<file path="config.mk">
export PLATFORM = sky130hd
export DESIGN_NAME = irq_pending_ctrl
export DESIGN_NICKNAME = d
export VERILOG_FILES = /design/src/rtl/irq_pending_ctrl.sv
export SDC_FILE = /design/constraint.sdc
export NUM_CORES = 1
export LEC_CHECK = 0
export BUFFER_PORTS_ARGS = -buffer_cell sky130_fd_sc_hd__buf_2
export CORE_AREA = 2 2 39 41
export DETAILED_ROUTE_END_ITERATION = 6
export DIE_AREA = 0 0 41 43
export SYNTH_ARGS = -nofsm -noshare
export SYNTH_HDL_FRONTEND = slang
export SYNTH_SLANG_ARGS = --single-unit
</file>
<file path="constraint.sdc">
create_clock -name clk -period 1.35 [get_ports clk]
set_input_delay 0.0675 -clock clk [delete_from_list [all_inputs] [get_ports clk]]
set_output_delay 0.0675 -clock clk [all_outputs]
set_load 0.02 [all_outputs]
</file>
<file path="src/rtl/irq_pending_ctrl.sv">
// irq_pending_ctrl: interrupt front-end ahead of an N_SRC-input priority encoder.
// It latches rising edges on the raw request lines as pending bits and shows the
// masked pending vector to the encoder. It takes the encoder result and runs a
// req/ack handshake with the CPU, clearing the serviced bit on each ack.
// Ports:
//   clk        clock, rising edge
//   rst_n      synchronous reset, active-low
//   irq_in     raw requests, edge-sensitive
//   irq_mask   per-source enable (1 = enabled)
//   pend       pending & irq_mask, combinational, feeds the encoder
//   enc_idx    encoder index of highest set pend bit
//   enc_valid  encoder valid (pend != 0)
//   irq_req    request to CPU, registered
//   irq_id     requested source id, registered, frozen while irq_req=1
//   irq_ack    CPU acknowledge, single-cycle pulse
//   busy       registered, 1 while the handshake FSM is not idle
module irq_pending_ctrl #(
  parameter int unsigned N_SRC = 4,
  parameter int unsigned IDX_W = 2
) (
  input  logic             clk,
  input  logic             rst_n,
  input  logic [N_SRC-1:0] irq_in,
  input  logic [N_SRC-1:0] irq_mask,
  output logic [N_SRC-1:0] pend,
  input  logic [IDX_W-1:0] enc_idx,
  input  logic             enc_valid,
  output logic             irq_req,
  output logic [IDX_W-1:0] irq_id,
  input  logic             irq_ack,
  output logic             busy
);

  typedef enum logic {
    IDLE = 1'b0,
    REQ  = 1'b1
  } state_e;

  state_e           state_q, state_d;
  logic [N_SRC-1:0] pending_q, pending_d;
  logic [N_SRC-1:0] prev_q;
  logic [N_SRC-1:0] rise;
  logic [N_SRC-1:0] clr;
  logic             req_q, req_d;
  logic [IDX_W-1:0] id_q, id_d;
  logic             busy_q, busy_d;

  // Handshake FSM next-state and the clear strobe for the serviced source.
  always_comb begin
    state_d = state_q;
    req_d   = req_q;
    id_d    = id_q;
    clr     = '0;
    case (state_q)
      IDLE: begin
        if (enc_valid) begin
          id_d    = enc_idx;
          req_d   = 1'b1;
          state_d = REQ;
        end
      end
      REQ: begin
        if (irq_ack) begin
          clr     = N_SRC'(1) << id_q;
          req_d   = 1'b0;
          state_d = IDLE;
        end
      end
      default: begin
        req_d   = 1'b0;
        state_d = IDLE;
      end
    endcase
    busy_d = (state_d == REQ);
  end

  // Edge capture; a new rise in the same cycle as its clear keeps the bit set.
  always_comb begin
    rise      = irq_in & ~prev_q;
    pending_d = (pending_q & ~clr) | rise;
  end

  // prev_q resets to all-ones so a line already high at release is not an edge.
  always_ff @(posedge clk) begin
    if (!rst_n) begin
      state_q   <= IDLE;
      pending_q <= '0;
      prev_q    <= '1;
      req_q     <= 1'b0;
      id_q      <= '0;
      busy_q    <= 1'b0;
    end else begin
      state_q   <= state_d;
      pending_q <= pending_d;
      prev_q    <= irq_in;
      req_q     <= req_d;
      id_q      <= id_d;
      busy_q    <= busy_d;
    end
  end

  assign pend    = pending_q & irq_mask;
  assign irq_req = req_q;
  assign irq_id  = id_q;
  assign busy    = busy_q;

endmodule
</file>
==> results of run 1 <==
## Yosys cell counts (2+ instances only)
cell type  instances  area (um2)
dfxtp_1           12       240.2
nor2b_1            7       43.79
nand2b_1           5       31.28
and2_1             4       25.02
nor2_1             3       11.26
o21ai_0            3       15.01
mux2i_1            2       20.02
## critical path: stages
cell,delay [ns]
dlygate4sd3_1,0.53
buf_2,0.12
nor2b_1,0.14
nor4b_2,0.25
nor2_1,0.07
## final timing paths
kind | to | slack (ns) | depth (start not counted)
worst min-delay path | irq_id[1] | 0.07 | 3
worst max-delay path | pending_q[1] | 0.34 | 5
worst max register to register | pending_q[1] | 0.41 | 3
worst min register to register | pending_q[2] | 0.48 | 2
## state kept, by name (all words and copies together), names as in the netlist
name / cells
busy: 1
irq_id: 2
irq_req: 1
pending_q: 4
prev_q: 4
## kinds of logic (layout without fill, tap and decap cells)
| kind of cell | Yosys count | count (layout) | synth area share [%] |
|---|---|---|---|
| flip-flops | 12 | 12 | 50.53 |
| AND/OR/NAND/NOR | 25 | 25 | 35.79 |
| AO/OA/AOI/OAI | 7 | 7 | 8.419 |
| multiplexers | 2 | 2 | 4.211 |
| buffers and inverters | 1 | 28 | 1.052 |
## layout make-up
class | count | area, um2 | area share (%)
Sequential cell | 12 | 240.2 | 36.50
Tap cell | 16 | 20.02 | 3.042
Timing Repair Buffer | 25 | 145.1 | 22.05
Multi-Input combinational cell | 34 | 230.2 | 34.98
Clock buffer | 3 | 22.52 | 3.422
## layer usage
layer | up-vias | track usage [%]
met5 | - | 0
met4 | 0 | 0
met3 | 0 | 9.424
met2 | 19 | 16.25
met1 | 173 | 12.75
li1 | 210 | -
## power by group through the flow
stage / logic [uW] / registers, uW / clock network [uW]
floorplan: 47.0 / 406 / 0
global placement: 92.5 / 398 / 0
detailed placement: 93.7 / 399 / 0
CTS: 103 / 390 / 218
global route: 111 / 393 / 234
finish: 101 / 390 / 209
## stage by stage
stage | cell area, um2 | utilization, %
after floorplan | 475.5 | -
after global placement | 595.6 | 43.04
after detailed placement | 595.6 | 43.04
after CTS | 658.1 | 47.56
after global routing | 658.1 | 47.56
final | 658.1 | 47.56
==> qor.yml, run 1 <==
outcome: "finished clean"
slew_viol_final: 0
core_region_area_um2: 1384
syn_inst: 47
crit_start: "irq_in[1]"
holdBufCountCts: 4
rsz0062_at_grt: "no"
fin_skew_ns: 0.002823
critPathMaxFanout: 2
hold_slack_ns: 0.06551
syn_nets: 61
wl_met2_um: 387
grt_pass1_wl_um: 1290
ios: 22
synthFlopType: "dfxtp_1"
clockPowerShare_pct: 29.9
met3_length_um: 91
period_minus_slack_ns: 1.012
fin_ws_ns: 0.3378
power_uw: 699.9
netlist-cell-type-count: 18
crit_required_ns: 1.51
htree_levels: 1
antenna_cells: 0
maxCapViolCount: 0
crit_type: "primary input to flip-flop"
clock_path_buffers: 2
min_path_type: "primary input to flip-flop"
dr.pass1.iters: 2
drt_wl_total_um: 871
final_cells: 90
ys_ff_latch: 12
ir_worst_vdd_mv: 0.4877
met1_length_um: 392
timing.final.hold_violations: 0
portBuffers: 21
power_leakage_uw: 0.0003020
seq_power_share_pct: 55.7
cts_resized: 0
drc: 0
fp.dieH_um: 43
first_global_vias: 325
synthesis.area_um2: 475.5
setup_viol: 0
postSynthAreaPerCell_um2: 10.12
die_w_um: 41
switching_power_uw: 167.4
final_common_cell: "buf_2"
clock.fmax_ghz: 0.9879
grt_antenna_before_repair: 0
syn_to_final_growth_pct: 38.42
layout-drive-gt1-share_pct: 37.84
viasPerCell: 4.467
top_layer: "met3"
grt_max_degree: 13
cts_tree: "done"
fin_nets: 90
ys_warn_count: 0
power.density_nw_per_um2: 1063
dp_slack_ns: 0.3985
wl_per_cell_um: 9.678
vias: 402
grt_use_total_pct: 11.00
async_flop_share_pct: 0
place_congestion: 0.6732
cts-root-buf: "clkbuf_4"
insertion_delay_ns: 0.26
clkSinkCount: 12
tightestPinTransition_ns: 0.2354
postCtsSetupRepairBufs: 0
clkTransAtPathRegs_ns: 0.07
min_period_over_period_pct: 74.98
switching_share_pct: 23.91
cp-end-kind: "flip-flop"
layout_common_cells: "21 x buf_2, 12 x dfxtp_1, 7 x nor2b_1"
final.setup.tns_ns: 0
drtIter0Drc: 6
n_fill_cell: 141
p_int_uw: 532.6
start_util_pct: 34.36
crit_arrival_ns: 1.17
rr_startpoint: "busy"
synth-edff-count: 0
power_frac_comb_pct: 14.4
seq_area_frac_synth_pct: 50.53
ant_nets: 0
hold_start: "enc_idx[1]"
die-area_um2: 1763
startpoint_type: "primary input"
dp.cells: 83
grt-ovfl-total: 0
maxSlewHeadroom_pct: 84.16
cts_buffers: 3
rows: 14
No activity file was read; power rests on OpenSTA's default activity.
==> inputs of run 2 (changes only) <==
--- a/config.mk
+++ b/config.mk
@@ -9,6 +9,7 @@
 export CORE_AREA = 2 2 39 41
 export DETAILED_ROUTE_END_ITERATION = 6
 export DIE_AREA = 0 0 41 43
+export PLACE_DENSITY = 0.66
 export SYNTH_ARGS = -nofsm -noshare
 export SYNTH_HDL_FRONTEND = slang
 export SYNTH_SLANG_ARGS = --single-unit
==> constraint.sdc (replaced) <==
create_clock -name clk -period 0.9 [get_ports clk]
set_input_delay 0.045 -clock clk [delete_from_list [all_inputs] [get_ports clk]]
set_output_delay 0.045 -clock clk [all_outputs]
set_load 0.02 [all_outputs]
==> qor.yml, run 2 (synthesis results as in run 1) <==
outcome: "finished clean"
power_leakage_uw: 0.0003213
drtIter0Drc: 4
place_congestion: 0.5666
ios: 22
grt_antenna_before_repair: 0
vias: 426
ff2ff_setup_slack_ns: 0.006
regArea_um2: 251.5
ir_worst_vdd_mv: 0.5625
start_util_pct: 34.36
clkSinkCount: 12
startpoint_type: "flip-flop"
grt-ovfl-total: 0
fin_nets: 90
rr_startpoint: "busy"
maxSlewHeadroom_pct: 85.35
layout_common_cells: "15 x buf_2, 7 x nor2b_1, 6 x dfxtp_2"
crit_type: "flip-flop to flip-flop"
grt_max_degree: 13
dp_hpwl_um: 674.9
slew_viol_final: 0
crit_start: "busy"
r2r_cells: 3
antenna_cells: 0
die_w_um: 41
rows: 14
cts-root-buf: "clkbuf_4"
holdPathStages: 3
maxCapViolCount: 0
timing.rr.end: "irq_id[1]"
hold_end: "irq_id[0]"
min_period_over_period_pct: 99.36
min_path_type: "primary input to flip-flop"
critPathMaxFanout: 5
die-area_um2: 1763
cts_tree: "done"
power.density_nw_per_um2: 1622
n_fill_cell: 134
rsz0062_at_grt: "yes"
cp-end-kind: "flip-flop"
hold_start: "enc_idx[0]"
first_global_vias: 424
portBuffers: 21
clock.fmax_ghz: 1.118
timing.final.hold_violations: 0
final_common_cell: "buf_2"
fin_skew_ns: 0.0003480
clkTransAtPathRegs_ns: 0.07
clock_path_buffers: 2
design_area_um2: 723.2
period_minus_slack_ns: 0.8942
cts_buffers: 3
syn_to_final_growth_pct: 52.11
crit_required_ns: 1.06
insertion_delay_ns: 0.26
post_dp_cell_area_um2: 598.1
final_util_pct: 52.26
htree_levels: 1
core_region_area_um2: 1384
drt_wl_total_um: 973
grt_use_total_pct: 13.29
grt_pass1_wl_um: 1614
multi_input_area_um2: 240.2
tightestPinTransition_ns: 0.2177
viasPerCell: 4.681
ant_nets: 0
dr.pass1.iters: 2
drc: 0
layout-drive-gt1-share_pct: 53.33
fp.dieH_um: 43
setup_viol: 0
crit_arrival_ns: 1.05
wl_per_cell_um: 10.69
## run 2: report_power, final
group / switching [uW] / leakage, uW / total [uW] / internal, uW
clock network: 168 / 0.0000210 / 414 / 245
logic: 74.0 / 0.000198 / 170 / 95.9
registers: 23.7 / 0.000102 / 589 / 565
## run 2: stage by stage
stage | setup TNS [ns] | setup slack, ns | hold WS, ns | std cells | total power (uW)
global placement | 0 | 0.02852 | 0.2391 | 83 | 736.0
global route | -0.2464 | -0.06128 | 0.06542 | 91 | 1234
CTS | 0 | 0.0001363 | 0.04200 | 91 | 1181
detailed placement | 0 | 0.02017 | 0.2411 | 83 | 739.9
floorplan | 0 | 0.01531 | 0.1180 | 47 | 680.4
finish | 0 | 0.005763 | 0.04482 | 91 | 1173
## run 2: critical path, stage by stage (launching register included)
cell and delay [ns]:
dfxtp_4 0.37, nor2b_4 0.16, mux2i_1 0.20, nor2b_1 0.06
## run 2: how the worst max path moves through the flow
| stage | to | slack, ns | cells past startpoint |
|---|---|---|---|
| finish | irq_id[1] | 0.006 | 3 |
| global route | irq_id[1] | -0.06 | 3 |
| CTS | pend[2] | 0.0001 | 2 |
| detailed placement | pending_q[1] | 0.02 | 3 |
| global placement | irq_id[1] | 0.03 | 3 |
| floorplan | pending_q[1] | 0.02 | 3 |
## run 2: cell type report
class                      instances  share of cell area (%)
timing repair buffer              25                   24.22
multi-input combinational         34                   33.22
tap                               16                   2.768
sequential                        12                   34.78
clock buffer                       4                   5.017
## run 2: layer usage
layer	track usage, %	wire length [um]	up-vias
li1	-	-	215
met1	14.94	428	194
met2	22.19	481	15
met3	1.571	56	2
met4	8.000	7	0
met5	0	0	-
## run 2: timing repair
item                                   in CTS  in global routing
pin swaps                                   1                  1
endpoints found under the hold margin       4                  0
hold buffers                                4                  0
setup endpoints to repair                   5                 13
gates resized for setup                    14                  7
setup buffers                               0                  0
